`src/rtl/updown_step_counter.sv`:
```
// Registered up/down counter with programmable step, built on a ripple chain of full-adder cells.
// Define UPDOWN_STEP_SAT_EN to clamp on overflow/underflow instead of wrapping modulo 2^WIDTH.

module updown_full_adder (
    input  logic a,
    input  logic b,
    input  logic cin,
    output logic s,
    output logic cout
);
    always_comb begin
        s    = a ^ b ^ cin;
        cout = (a & b) | (cin & (a ^ b));
    end
endmodule

module updown_step_counter #(
    parameter int unsigned          WIDTH     = 4,
    parameter logic [WIDTH-1:0]     RESET_VAL = '0
) (
    input  logic             clk,
    input  logic             rst,
    input  logic             en,
    input  logic             load,
    input  logic [WIDTH-1:0] load_val,
    input  logic             dir,
    input  logic [WIDTH-1:0] step,
    output logic [WIDTH-1:0] count,
    output logic             ca_out,
    output logic             zero
);
    logic [WIDTH-1:0] operand;
    logic [WIDTH-1:0] sum;
    logic [WIDTH:0]   carry;
    logic             flag;
    logic [WIDTH-1:0] next_count;

    // Down-count adds ~step with carry-in 1; the final carry is then inverted to give borrow.
    always_comb begin
        operand  = dir ? step : ~step;
        carry[0] = ~dir;
    end

    for (genvar i = 0; i < WIDTH; i++) begin : g_chain
        updown_full_adder u_fa (
            .a    (count[i]),
            .b    (operand[i]),
            .cin  (carry[i]),
            .s    (sum[i]),
            .cout (carry[i+1])
        );
    end

    always_comb begin
        flag = dir ? carry[WIDTH] : ~carry[WIDTH];
`ifdef UPDOWN_STEP_SAT_EN
        if (flag)
            next_count = dir ? '1 : '0;
        else
            next_count = sum;
`else
        next_count = sum;
`endif
    end

    always_ff @(posedge clk) begin
        if (rst) begin
            count  <= RESET_VAL;
            ca_out <= 1'b0;
        end else if (load) begin
            count  <= load_val;
            ca_out <= 1'b0;
        end else if (en) begin
            count  <= next_count;
            ca_out <= flag;
        end else begin
            ca_out <= 1'b0;
        end
    end

    assign zero = (count == '0);

endmodule

```
`config.mk`:
```
export PLATFORM = sky130hd
export DESIGN_NAME = updown_step_counter
export DESIGN_NICKNAME = d
export VERILOG_FILES = /design/src/rtl/updown_step_counter.sv
export SDC_FILE = /design/constraint.sdc
export NUM_CORES = 1
export LEC_CHECK = 0
export ABC_CLOCK_PERIOD_IN_PS = 3700
export CORE_AREA = 10 10 47 49
export CTS_BUF_LIST = sky130_fd_sc_hd__clkbuf_4 sky130_fd_sc_hd__clkbuf_8
export DETAILED_ROUTE_END_ITERATION = 12
export DIE_AREA = 0 0 57 59
export PLACE_DENSITY = 0.6
export SLEW_MARGIN = 20
export SYNTH_ARGS = -nofsm -noshare
export SYNTH_HDL_FRONTEND = slang
export SYNTH_SLANG_ARGS = --single-unit
```
`constraint.sdc`:
```
create_clock -name clk -period 3.7 [get_ports clk]
set_clock_uncertainty 0.15 [all_clocks]
set_input_delay 0.74 -clock clk [delete_from_list [all_inputs] [get_ports clk]]
set_output_delay 0.74 -clock clk [all_outputs]
set_load 0.03 [all_outputs]
```
* Word level (Yosys, flattened, before mapping)
Cells that the tools add are included.
** Word-level totals
- Register bits :: 5
- Bits in latches :: 0
- RAM bits :: 0
- Bits in read-only memories :: 0
- Bits of input ports :: 13
- Output and inout bits :: 6
- Logic and storage cells :: 33
- Memories kept :: 0
** Operators by class
- $add $sub $neg :: 0
- Multipliers :: 0
- Divide/modulo/power cells :: 0
- Magnitude comparators :: 0
- Equal/unequal tests :: 0
- Shifts and indexed selects :: 0
- Muxes and demuxes :: 4
- Bitwise logic cells :: 24
- Reductions and logical operators :: 3
** Operator list (count)
- two-way mux 4 bit :: 3
- AND 1 bit :: 8
- bitwise XOR 1 bit :: 8
- logical NOT 4 bit :: 1
- inverter 4 bit :: 1
- bitwise OR 1 bit :: 4
- inverter 1 bit :: 3
- OR reduction 3 bit :: 1
- nonzero test 2 bit :: 1
- two-way mux 1 bit :: 1

* Longest topological paths before layout
- Depth in word-level cells :: 13
- Mapped depth :: 8
- Depth with buffers taken out :: 8

* By module
From an unflattened synthesis, not the netlist that was laid out.
** Unflattened totals
- Cell total of the unflattened synthesis :: 32
- Area total of the unflattened synthesis :: 370.4 sq um
** By module, submodules not included
- updown_step_counter :: instances 1, cells an instance 28, area each 290.3 sq um, sequential area each 100.1 sq um
- updown_full_adder :: instances 4, cells an instance 1, area each 20.0 sq um, sequential area each 0.0 sq um

* Worst setup path after synthesis
No wires, ideal clock.
- Path kind :: in2reg
- Start point :: input port dir
- End point :: register count[3]
- Library setup time :: 101 ps
- Arrival :: 2466 ps
- Required time :: 3449 ps
- Slack :: 983 ps
- Stages on the path :: 8
- Cell sequence :: buf_4 -> xnor2_1 -> fa_1 -> inv_1 -> fa_1 -> fa_1 -> and2_2 -> o41ai_1
** On the way
- Word-level cells in the longest chain between the ends :: 11
- Elaborated cells on any way between the ends :: 18
- Classes of those cells :: mux (3); bitwise (15)
** Ends and longest elaborated chain
- start, declared :: RTL line 26 : input logic dir,
- two-way mux 4 bit :: RTL line 40 : operand = dir ? step : ~step;
- bitwise XOR 1 bit :: RTL line 13 : cout = (a & b) | (cin & (a ^ b));
- AND 1 bit :: RTL line 13
- bitwise OR 1 bit :: RTL line 13
- AND 1 bit :: RTL line 13
- bitwise OR 1 bit :: RTL line 13
- AND 1 bit :: RTL line 13
- bitwise OR 1 bit :: RTL line 13
- bitwise XOR 1 bit (*) :: RTL line 12 : s = a ^ b ^ cin;
- two-way mux 4 bit (*) :: RTL line 73 : end else if (en) begin
- two-way mux 4 bit (*) :: RTL line 70 : end else if (load) begin
- end signal, assigned :: RTL line 71 : count <= load_val;
- end signal, assigned :: RTL line 74 : count <= next_count;
- end, declared :: RTL line 28 : output logic [WIDTH-1:0] count,
Every way passes the cells marked *; elsewhere a longest branch is shown, timed or not. The select of a mux whose other input is x is not followed.
A chain may end at the register's enable or synchronous reset.

* Worst setup path in the final report
Ends and elaborated chain as after synthesis.

==> impl_results.md <==
* Worst Hold End: count[3]
* Mux cell area share after synthesis at 0.0491
* Initial cell density of the core at 0.291
* Clk_lat worst skew at approximately 0.24 ns
* Pin count of the biggest net entering global routing at 11
* Avg Vias per Cell at 4.44
* Seq cells post-synth at 5
* Final hold vios at 0
* Crit. End Element: flop
* Non-filler cells, final at 73
* Reg2Reg Depth at 8
* CP Launch Type: primary input
* Sw frac at 0.314
* Die area at between 3000 and 4000 um^2
* Global-route wire length before repair at about 1500 um
* P&R area growth vs syn at 44.5%
* Worst Path Arrival at 3.00 ns
* Fin crit share at 0.813
* Number of global-route vias before repair at 354
* Layout cell share with drive strength beyond 1 at 0.140
* # IOs at 19
* Simple-Gate Fraction of Synth Area at 0.169
* Clock power share at 0.344
* Cells on Worst Hold Path at 2
* Post-CTS Setup Bufs at 0
* Compound-Gate Fraction of Synth Area at 0.129
* Detailed Routing Iterations Pass 1 at 2
* Mapped Cells at 41
* Most common cell after layout, fill and taps aside: clkdlybuf4s50_1
* Core area at approximately 1400 um^2
* WL final at 952 um
* Worst R2R Start: count[0]
* Adder-Cell Fraction of Synth Area at 0.147
* Mapped Area at slightly above 400 um^2
* WL/cell at 13.0 um
* Critical Path RT at 3.70 ns
* CTS Buffer Depth at 2
* Die X-Extent at 57 um
* Routed vias at between 300 and 400
* Setup violations, final at 0
* Placer Congestion at 0.738
* Worst slew pin tran at between 0.3 and 0.4 ns
* Seq/Total Area, Yosys at 0.245
* Design Power at ~0.00021 W
* HP Class: reg2reg
* Xor and xnor area share after synthesis at 0.0859
* Placed Cells at 69
* Critical path fanouts, max at 5
* Max cap viols at 0
* Initial antenna violation count at 0
* Worst vdd rail ir drop at approximately 0.13 mV
* CTS Hold Bufs at 0
* Main combinational cell family by area after synthesis: buffers and inverters
* Clock sinks at 5
* P_sw at about 0.000067 W
* Internal Power at around 0.00015 W
* Share of power burned in registers at 0.298
* Reg2Reg Setup Slack at about 1.4 ns
* Die height at 59 um
* Pwr Density at between 300 and 400 nW/um^2
* Overflow after GRT at 0
* Clk slew on worst S/H paths at 0.05 ns
* Cell variety after synth at 19
* Final nets at 74
* Final Critical Period at 3.01 ns
* Post-CTS sizing at 0
* Rel. slew slack at 0.761
* Count of final max-slew check failures at 0
* CP Class: in2reg
* Worst hold start: count[3]
* Total negative slack at 0 ns
* Rows at 14
* Most frequent cells in the layout: clkdlybuf4s50_1 (18), inv_1 (6), dfxtp_1 (5)
* LEAKAGE at about 0.23 nW
* Syn Area/Cell at roughly 9.9 um^2
* Unrepaired setup endpoints after global routing: false
* TritonCTS clock tree: built
* DRC at 0
* Root Buffer: clkbuf_4
* Syn nets at 57
* Cts bufs inserted at 3
* End of the worst register-to-register path: count[3]
* DR iter-0 viols at 4
* Htree depth at 1
* Combinational power share at 0.358
* Post-route ant nets at 0
* GRT Total Usage at 0.0612
* FMAX at about 330 MHz
* Outcome: finished clean
* Port bufs at 18
* Diodes inserted at 0
* Ys Warns at 0
-- sequential cells by signal, summed over array words and instances, names as in the netlist --
signal	flops
ca_out	1
count	4
-- cells by family after synthesis --
group                      Yosys count
buffers and inverters               12
DFF                                  5
adders and majority gates            3
xor gates and xnor gates             4
muxes                                2
AOI/OAI and AO/OA                    5
and+or+nand+nor                     10
-- final cells by class --
cell class / count / area [um^2]
multi-input cells: 24 / 236
fillers: 157 / 812
well taps: 16 / 20.0
repair buffers: 18 / 180
flip-flops and latches: 5 / 100
clock buffers: 4 / 30.0
inverters: 6 / 22.5
-- cell usage after synthesis --
master	instances	area [um^2]
nor2_1	2	7.51
and4b_1	1	10.0
buf_4	5	37.5
and2_2	2	15.0
xor2_1	2	17.5
a211oi_2	1	12.5
mux2i_1	2	20.0
nor4b_1	1	8.76
fa_1	3	60.1
xnor2_1	2	17.5
inv_1	6	22.5
buf_6	1	11.3
o41ai_1	2	17.5
a2111oi_2	1	15.0
dfxtp_1	5	100
a211oi_1	1	7.51
nand3b_1	2	15.0
nor4_1	1	6.26
nor2b_1	1	6.26
-- routing by layer --
layer | track usage | share of wire | up-vias
met3 | 0.0279 | 0.077 | 2
met2 | 0.0868 | 0.48 | 11
met1 | 0.0613 | 0.42 | 143
met5 | 0 | 0 | -
met4 | 0.0705 | 0.024 | 0
li1 | - | - | 168
-- stage by stage --
step | cell area (um^2) | setup slack, ns | hold slack, ns | util
2_1_floorplan | 408 | 0.983 | 0.370 | -
3_3_place_gp | 559 | 0.470 | 0.397 | 0.399
3_5_place_dp | 559 | 0.419 | 0.408 | 0.399
4_1_cts | 589 | 0.680 | 0.415 | 0.421
5_1_grt | 589 | 0.580 | 0.441 | 0.421
6_report | 589 | 0.693 | 0.409 | 0.421
-- worst max-delay path by stage --
stage	end	slack (ns)	cells past startpoint	start
detailed placement	count[3]	0.42	8	dir
global placement	count[3]	0.47	8	dir
global route	count[3]	0.58	8	dir
CTS	count[3]	0.68	8	dir
finish	count[3]	0.69	8	dir
floorplan	count[3]	0.98	8	dir
-- worst max-delay path, stage by stage --
cell and delay, ns:
clkdlybuf4s50_1 0.52, xnor2_1 0.28, fa_1 0.22, inv_1 0.05, fa_1 0.37, fa_1 0.42
and2_2 0.19, o41ai_1 0.20
-- power by group through the flow --
stage                     Sequential [W]  Combinational (W)  Clock [W]
after floorplan                0.0000645          0.0000509          0
after global placement         0.0000647          0.0000763          0
after detailed placement       0.0000651          0.0000780          0
after CTS                      0.0000640          0.0000782  0.0000776
after global routing           0.0000646          0.0000858  0.0000806
final                          0.0000639          0.0000766  0.0000736
No activity file was read; power rests on OpenSTA's default activity.
